## config.mk

```make
export PLATFORM = sky130hd
export DESIGN_NAME = parallel_to_serial_shifter
export DESIGN_NICKNAME = d
export VERILOG_FILES = /design/src/rtl/parallel_to_serial_shifter.sv
export SDC_FILE = /design/constraint.sdc
export NUM_CORES = 1
export LEC_CHECK = 0
export CAP_MARGIN = 20
export CELL_PAD_IN_SITES_DETAIL_PLACEMENT = 1
export CELL_PAD_IN_SITES_GLOBAL_PLACEMENT = 2
export CORE_MARGIN = 2
export CORE_UTILIZATION = 21
export DETAILED_ROUTE_END_ITERATION = 7
export HOLD_SLACK_MARGIN = 0.05
export MAX_ROUTING_LAYER = met4
export PLACE_DENSITY = 0.72
export SETUP_SLACK_MARGIN = 0.15
export SYNTH_ARGS = -nofsm -noshare
export SYNTH_HDL_FRONTEND = slang
export SYNTH_SLANG_ARGS = --single-unit
export TNS_END_PERCENT = 100
```

## constraint.sdc

```tcl
create_clock -name clk -period 0.8 [get_ports clk]
set_input_delay 0.12 -clock clk [delete_from_list [all_inputs] [get_ports clk]]
set_output_delay 0.12 -clock clk [all_outputs]
set_load 0.02 [all_outputs]
```

## src/rtl/parallel_to_serial_shifter.sv

```systemverilog
// Parallel-in, serial-out transmitter: takes a WIDTH-bit word over valid/ready
// and shifts it out MSB first, one bit per clock, with back-to-back streaming.
module parallel_to_serial_shifter #(
  parameter int WIDTH = 4
) (
  input  logic             clk,
  input  logic             rst,
  input  logic             in_valid,
  input  logic [WIDTH-1:0] in_data,
  output logic             in_ready,
  output logic             q,
  output logic             q_valid,
  output logic             q_last
);

  localparam int CW = $clog2(WIDTH);
  localparam logic [CW-1:0] LAST_CNT = CW'(WIDTH - 1);

  typedef enum logic {
    IDLE,
    SHIFT
  } state_t;

  state_t           state;
  logic [WIDTH-1:0] sreg;
  logic [CW-1:0]    cnt;
  logic             accept;

  // A new word may be taken while idle or on the cycle carrying the last bit.
  assign in_ready = ~rst & ((state == IDLE) | ((state == SHIFT) & (cnt == '0)));
  assign accept   = in_valid & in_ready;

  always_ff @(posedge clk) begin
    if (rst) begin
      state <= IDLE;
      sreg  <= '0;
      cnt   <= '0;
    end else begin
      case (state)
        IDLE: begin
          if (accept) begin
            sreg  <= in_data;
            cnt   <= LAST_CNT;
            state <= SHIFT;
          end else begin
            sreg <= '0;
            cnt  <= '0;
          end
        end
        SHIFT: begin
          if (cnt != '0) begin
            sreg <= {sreg[WIDTH-2:0], 1'b0};
            cnt  <= cnt - CW'(1);
          end else if (accept) begin
            sreg <= in_data;
            cnt  <= LAST_CNT;
          end else begin
            sreg  <= '0;
            cnt   <= '0;
            state <= IDLE;
          end
        end
        default: begin
          state <= IDLE;
          sreg  <= '0;
          cnt   <= '0;
        end
      endcase
    end
  end

  assign q       = (state == SHIFT) & sreg[WIDTH-1];
  assign q_valid = (state == SHIFT);
  assign q_last  = (state == SHIFT) & (cnt == '0);

endmodule
```

---- After elaboration in Yosys (flattened, before gate mapping) ----
Cells that the tools add are included.
operators by class
  shift-type cells ........................ 0
  bitwise logic cells ..................... 7
  equal/unequal tests ..................... 0
  reduce and logical (&&, ||, !) cells .... 2
  divide/modulo/power cells ............... 0
  multiplexer cells ....................... 9
  add/sub/neg operators ................... 1
  $mul .................................... 0
  magnitude comparators ................... 0
operators by type and width
  cell                                                                number
  4-bit two-way mux                                                   2
  4-bit one-hot mux with 2 select lines                               1
  1-bit bitwise AND                                                   4
  2-bit two-way mux                                                   2
  2-bit one-hot mux with 2 select lines                               1
  2-bit zero test                                                     1
  1-bit two-way mux                                                   2
  1-bit inverter                                                      2
  1-bit one-hot mux with 2 select lines                               1
  2-bit nonzero test                                                  1
  2-bit by 1-bit subtractor with 2-bit output, second input constant  1
  1-bit OR                                                            1
word-level totals
  logic and storage cells ................. 22
  memory bits (read-only) ................. 0
  bits in latches ......................... 0
  output and inout bits ................... 4
  memories ................................ 0
  bits in writable memories ............... 0
  input port bits ......................... 7
  flip-flop bits (word level) ............. 7

---- Longest topological paths before layout ----
Gate-level depths: netlist of run 1.
  depth after elaboration ................. 8
  gate-level depth with buffers ........... 3
  gate-level depth less buffers ........... 2

---- Least setup slack after synthesis of run 1 ----
No wires, ideal clock.
  kind .................................... flip-flop to output port
  from .................................... reg state, in the netlist q_valid
  to ...................................... out q_last
  required time ........................... 0.680 ns
  arrival ................................. 1.076 ns
  slack ................................... -0.396 ns
  cell stages (with the launch flop) ...... 2
  buffers on the path ..................... 0
  cell sequence ........................... dfxtp_1 -> nor3b_1
on the way
  cells in the longest elaborated chain, start to end .. 1
ends and longest elaborated chain
  item                    RTL line  RTL
  start, declared         24        state_t state;
  start signal, assigned  35        state <= IDLE;
  start signal, assigned  44        state <= SHIFT;
  start signal, assigned  60        state <= IDLE;
  1-bit bitwise AND       74        assign q_last = (state == SHIFT) & (cnt == '0);
  end, declared           13        output logic q_last
No other way between the ends.

---- Worst setup path after layout of run 1 ----
  from .................................... reg cnt[1]
  to ...................................... out in_ready
on the way
  cells in the longest elaborated chain, start to end .. 4
ends and longest elaborated chain
  item                    RTL line  RTL
  start, declared         26        logic [CW-1:0] cnt;
  start signal, assigned  53        cnt <= cnt - CW'(1);
  2-bit zero test         30        assign in_ready = ~rst & ((state == IDLE) | ((state == SHIFT) & (cnt == '0)));
  1-bit bitwise AND       30
  1-bit OR                30
  1-bit bitwise AND       30
  end, declared           10        output logic in_ready,
No other way between the ends.

==> impl_metrics.yaml, run 1 <==
yosys:
  synth_seq_area_share: 0.446
  syn-num-nets: 38
  ys_ff_latch: 7
  syn_inst: 31
  syn_area_per_cell_sq_um: 10.1
  synth.cell_area_sq_um: 314
  ys_warn_count: 0
  synth_cell_types: 18
sta:
  post-route-min-period_ps: 1130
  hold_violations: 0
  drv_slew: 0
  slew-limit-headroom: 0.882
  rsz0062_at_grt: "yes"
  whs_ps: 413
  setup_slack_ps: -331
  finalClockSkew_ps: 1.25
  finalSetupViolCount: 11
  tns_ps: -2280
  max_freq_mhz: 884
  tightest_slew_ps: 178
  fin_crit_sh: 1.41
worst_setup_path:
  worstPathArrival_ps: 1010
  crit_required_ps: 680
  cpPeakStageDelay_ps: 330
  path_cells: "o21a_1 > nor2_4 > buf_6"
  cp-start-kind: "register"
  cp_top_family: "flip-flops"
  end_kind: "output port"
  slowest_stage: "dfxtp_2"
  path_buf_inv: 1
  crit_type: "register to output port"
  worstPathMaxFanout: 3
global_routing:
  grt_pass1_vias: 351
  grt_overflow: 0
  grt_max_degree: 12
  grt_antenna_before_repair: 0
  grt_use_total: 0.124
  grt_pass1_wl_mm: 1.53
detailed_routing:
  top_layer: "met4"
  vias: 302
  wl_per_cell_um: 13.0
  detail-route-antenna-nets: 0
  dr.pass1.iters: 1
  wl_met2_um: 467
  vias_per_cell: 4.44
  drcViolationCount: 0
  wl_met3_um: 26
  wl_met1_um: 377
  drt-initial-drc-count: 0
  finalWirelength_um: 883
finish:
  diodes: 0
  utilization: 0.443
  drive_gt1_frac: 0.547
  layout.cells.non_filler: 68
  area_growth_pct: 90.4
  n_fill_cell: 153
  nets: 61
  multi_input_area_sq_um: 201
  regArea_sq_um: 146
flow_run:
  cap_viol_max_count: 0
die:
  die_area_sq_mm: 0.00182
  pin_count: 11
  core_area_sq_mm: 0.00135
  fp-row-count: 13
  die_w_um: 42.7
  start_util: 0.233
  die_h_um: 42.7
clock_network:
  htreeDepth: 1
  clock_path_buffers: 2
  cts_root_buf: "clkbuf_4"
  clkTransAtPathRegs_ps: 50
  numCtsBuffers: 3
  holdBufCountCts: 0
  cts_tree: "built"
  clk_latency_ps: 250
  clkSinkCount: 7
hold_path:
  hp-class: "input port to register"
power:
  power.density_mw_per_mm2: 1550
  ir_worst_vdd_uv: 682
  p_leak_nw: 0.235
status:
  status: "complete, but fails checks"
  violations: "negative setup slack"
place:
  globalplace.congestion: 0.677
  dp_hpwl_um: 649
  port_buffers: 10
  placed_cells: 61
worst reg2reg max path: stages, from the launching register on:
cell,delay (ps)
dfxtp_2,330
o21a_1,220
buf_4,150
buf_8,130
o31ai_4,150
Yosys cell counts:
cell type | number | area (sq um)
nor3_2 | 1 | 10.0
o31ai_2 | 1 | 12.5
inv_1 | 1 | 3.75
nor2_1 | 1 | 3.75
a21oi_1 | 2 | 10.0
and2_1 | 1 | 6.26
nand2_1 | 1 | 3.75
buf_2 | 1 | 5.00
o21ai_0 | 1 | 5.00
mux2i_1 | 3 | 30.0
nand4b_1 | 1 | 8.76
nand3b_1 | 3 | 22.5
nor3b_1 | 1 | 7.51
buf_6 | 1 | 11.3
dfxtp_1 | 7 | 140
nand2b_1 | 3 | 18.8
a211oi_1 | 1 | 7.51
o21a_1 | 1 | 7.51
through the flow:
step	worst slack [ps]	instance area [sq um]	total power [mW]
final	-331	598	0.929
after global routing	-384	598	0.986
after CTS	-346	579	0.937
after detailed placement	-640	494	0.565
after global placement	-644	494	0.555
after floorplan	-89.0	339	0.470
metal layers:
metal  GRT usage  vias up
met5           -        -
met4      0.0938        0
met3      0.0383        2
met2       0.182        8
met1       0.139      137
li1            -      155
report_power, final:
part	switching, mW	total (mW)	internal (mW)	leakage [nW]
Combinational	0.0932	0.224	0.130	0.161
Clock	0.131	0.322	0.190	0.0150
Sequential	0.0142	0.384	0.369	0.0589
layout by cell type, fill, tap and decap left out:
master           instances
clkbuf_1                 1
o31ai_4                  1
buf_6                    8
dfxtp_2                  2
buf_4                    5
nand2b_1                 3
nor3_2                   1
dlygate4sd2_1            1
and2_4                   1
nor2_4                   1
clkbuf_4                 3
dfxtp_1                  4
dfxtp_4                  1
nand3b_1                 3
buf_8                    1
a21oi_4                  1
inv_1                    1
nor3b_2                  1
a211oi_2                 1
o21a_1                   1
a21oi_2                  1
o21ai_2                  1
mux2i_1                  3
nand2_1                  1
nand4b_1                 1
clkdlybuf4s50_1          5
sequential cells by signal, indices dropped and copies added, names as in the netlist:
register,count
sreg,4
cnt,2
q_valid,1
cell type report:
cell class / count / share of cell area
Multi-Input combinational cell: 21 / 0.337
Inverter: 1 / 0.00628
Timing Repair Buffer: 20 / 0.337
Sequential cell: 7 / 0.245
Clock buffer: 4 / 0.0439
Tap cell: 15 / 0.0314
path summary, 6_finish.rpt:
kind / start / endpoint / slack [ps] / cells past startpoint
setup / recovery: cnt[1] / in_ready / -330 / 3
hold / removal: rst / q_valid / 410 / 3
setup reg to reg: cnt[1] / cnt[1] / -270 / 4
hold reg to reg: sreg[1] / sreg[2] / 460 / 2
logic make-up after synthesis:
| logic type | share of synthesized area |
|---|---|
| flops | 0.446 |
| buf+inv | 0.0637 |
| mux | 0.0956 |
| simple gates | 0.259 |
| compound gates | 0.135 |
what timing repair did:
item / 4_1_cts / 5_1_grt
setup endpoints to repair: 11 / 11
pin swaps: 4 / 2
buffers inserted: 2 / 1
gates resized for setup: 34 / 3
gates cloned: 0 / 0
(Power assumes the default switching activity.)
==> inputs of run 2 (changes only) <==
--- a/config.mk
+++ b/config.mk
@@ -11,10 +11,8 @@
 export CORE_MARGIN = 2
 export CORE_UTILIZATION = 21
 export DETAILED_ROUTE_END_ITERATION = 7
-export HOLD_SLACK_MARGIN = 0.05
 export MAX_ROUTING_LAYER = met4
 export PLACE_DENSITY = 0.72
-export SETUP_SLACK_MARGIN = 0.15
 export SYNTH_ARGS = -nofsm -noshare
 export SYNTH_HDL_FRONTEND = slang
 export SYNTH_SLANG_ARGS = --single-unit
==> run 2 against run 1 <==
Effect of this change:
- the run still ends with negative setup slack left
- non-clock buffer count fell by 1
- combinational power fell by 5%
- hold slack improved by 2.8 ps
- via count fell by 1.3%
- critical path depth did not move
- cell count fell by 1.5%
- critical endpoint unchanged
==> impl_metrics.yaml, run 2 (synthesis results as in run 1) <==
status:
  status: "complete, but fails checks"
  violations: "negative setup slack"
global_routing:
  grt_pass1_wl_mm: 1.40
  grt_use_total: 0.110
  grt_max_degree: 12
  grt_pass1_vias: 335
  grt_antenna_before_repair: 0
  grt_overflow: 0
detailed_routing:
  finalWirelength_um: 863
  dr.pass1.iters: 2
  drcViolationCount: 0
  drt-initial-drc-count: 2
  detail-route-antenna-nets: 0
  vias_per_cell: 4.45
  wl_per_cell_um: 12.9
  vias: 298
sta:
  post-route-min-period_ps: 1130
  max_freq_mhz: 887
  drv_slew: 0
  tightest_slew_ps: 206
  finalClockSkew_ps: 3.20
  fin_crit_sh: 1.41
  rsz0062_at_grt: "yes"
  setup_slack_ps: -328
  finalSetupViolCount: 11
  hold_violations: 0
  slew-limit-headroom: 0.862
worst_setup_path:
  r2r_start: "cnt[0]"
  r2r_setup_slack_ps: -250
  worstPathArrival_ps: 1010
  crit_type: "register to output port"
  crit_required_ps: 680
  worstPathMaxFanout: 3
  end_kind: "output port"
  r2r_end: "cnt[1]"
  reg2reg_depth: 4
  cp-start-kind: "register"
  cp-startpoint: "cnt[0]"
die:
  die_w_um: 42.7
  fp-row-count: 13
  die_area_sq_mm: 0.00182
  pin_count: 11
  core_area_sq_mm: 0.00135
  start_util: 0.233
  die_h_um: 42.7
power:
  ir_worst_vdd_uv: 551
  p_clk_frac: 0.351
  combPwrFrac: 0.231
  switching_share: 0.256
  switchingPower_mw: 0.235
  power_mw: 0.919
  p_int_mw: 0.684
  p_seq_frac: 0.418
  power.density_mw_per_mm2: 1580
  p_leak_nw: 0.229
finish:
  largest_register_ffs: 4
  final_cell_mix: "8 x buf_6, 5 x clkdlybuf4s50_1, 5 x buf_4"
  diodes: 0
  area_growth_pct: 85.7
  design_area_sq_um: 583
  nets: 60
  utilization: 0.432
  top_register: "sreg"
  final_common_cell: "buf_6"
  drive_gt1_frac: 0.519
clock_network:
  htreeDepth: 1
  clkSinkCount: 7
  cts_root_buf: "clkbuf_4"
  clk_latency_ps: 250
  clock_path_buffers: 2
  holdBufCountCts: 0
  clkTransAtPathRegs_ps: 50
  numCtsBuffers: 3
  cts_tree: "built"
hold_path:
  hp-class: "input port to register"
  min-delay-start: "rst"
  min_to: "q_valid"
  hold_depth: 3
place:
  globalplace.congestion: 0.771
  place_ws_ps: -637
  dp_hpwl_um: 648
  port_buffers: 10
  post_dp_cell_area_sq_um: 479
flow_run:
  cap_viol_max_count: 0
-- run 2: through the flow --
stage / std cells / hold slack [ps] / TNS [ps]
detailed placement: 60 / 468 / -4070
global placement: 60 / 444 / -3940
finish: 67 / 416 / -2180
floorplan: 31 / 260 / -453
global route: 67 / 431 / -2510
CTS: 66 / 411 / -2150
-- run 2: area by class of cell --
type | instances | area, sq um
Timing Repair Buffer | 19 | 186
Tap cell | 15 | 18.8
Clock buffer | 4 | 26.3
Inverter | 1 | 3.75
Fill cell | 164 | 767
Multi-Input combinational cell | 21 | 201
Sequential cell | 7 | 146
-- run 2: how the worst max path moves through the flow --
stage,slack [ps],cells after the start,endpoint
2_1_floorplan,-90,3,in_ready
3_3_place_gp,-650,3,in_ready
3_5_place_dp,-640,3,in_ready
4_1_cts,-330,3,in_ready
5_1_grt,-360,3,q_last
6_report,-330,3,in_ready
-- run 2: worst max-delay path, stage by stage, from the launching register on --
cell     delay, ps
dfxtp_2        330
o21a_4         220
nor2_4          90
buf_6          120
-- run 2: repair_timing --
item,CTS,global route
gates cloned,0,0
gates resized for setup,33,5
setup endpoints to repair,11,11
pin swaps,2,2
buffers inserted,3,2
-- run 2: power groups by stage --
stage	combinational (mW)	sequential [mW]	clock [mW]
after floorplan	0.0723	0.394	0
after global placement	0.160	0.387	0
after detailed placement	0.167	0.389	0
after CTS	0.195	0.384	0.333
after global routing	0.227	0.386	0.358
final	0.213	0.384	0.323
-- run 2: per-layer routing --
layer | GRT usage | share of wire | up-vias
met5 | - | 0 | -
met4 | 0.0375 | 0 | 0
met3 | 0.0553 | 0.049 | 0
met2 | 0.176 | 0.53 | 7
met1 | 0.116 | 0.42 | 139
li1 | - | - | 152
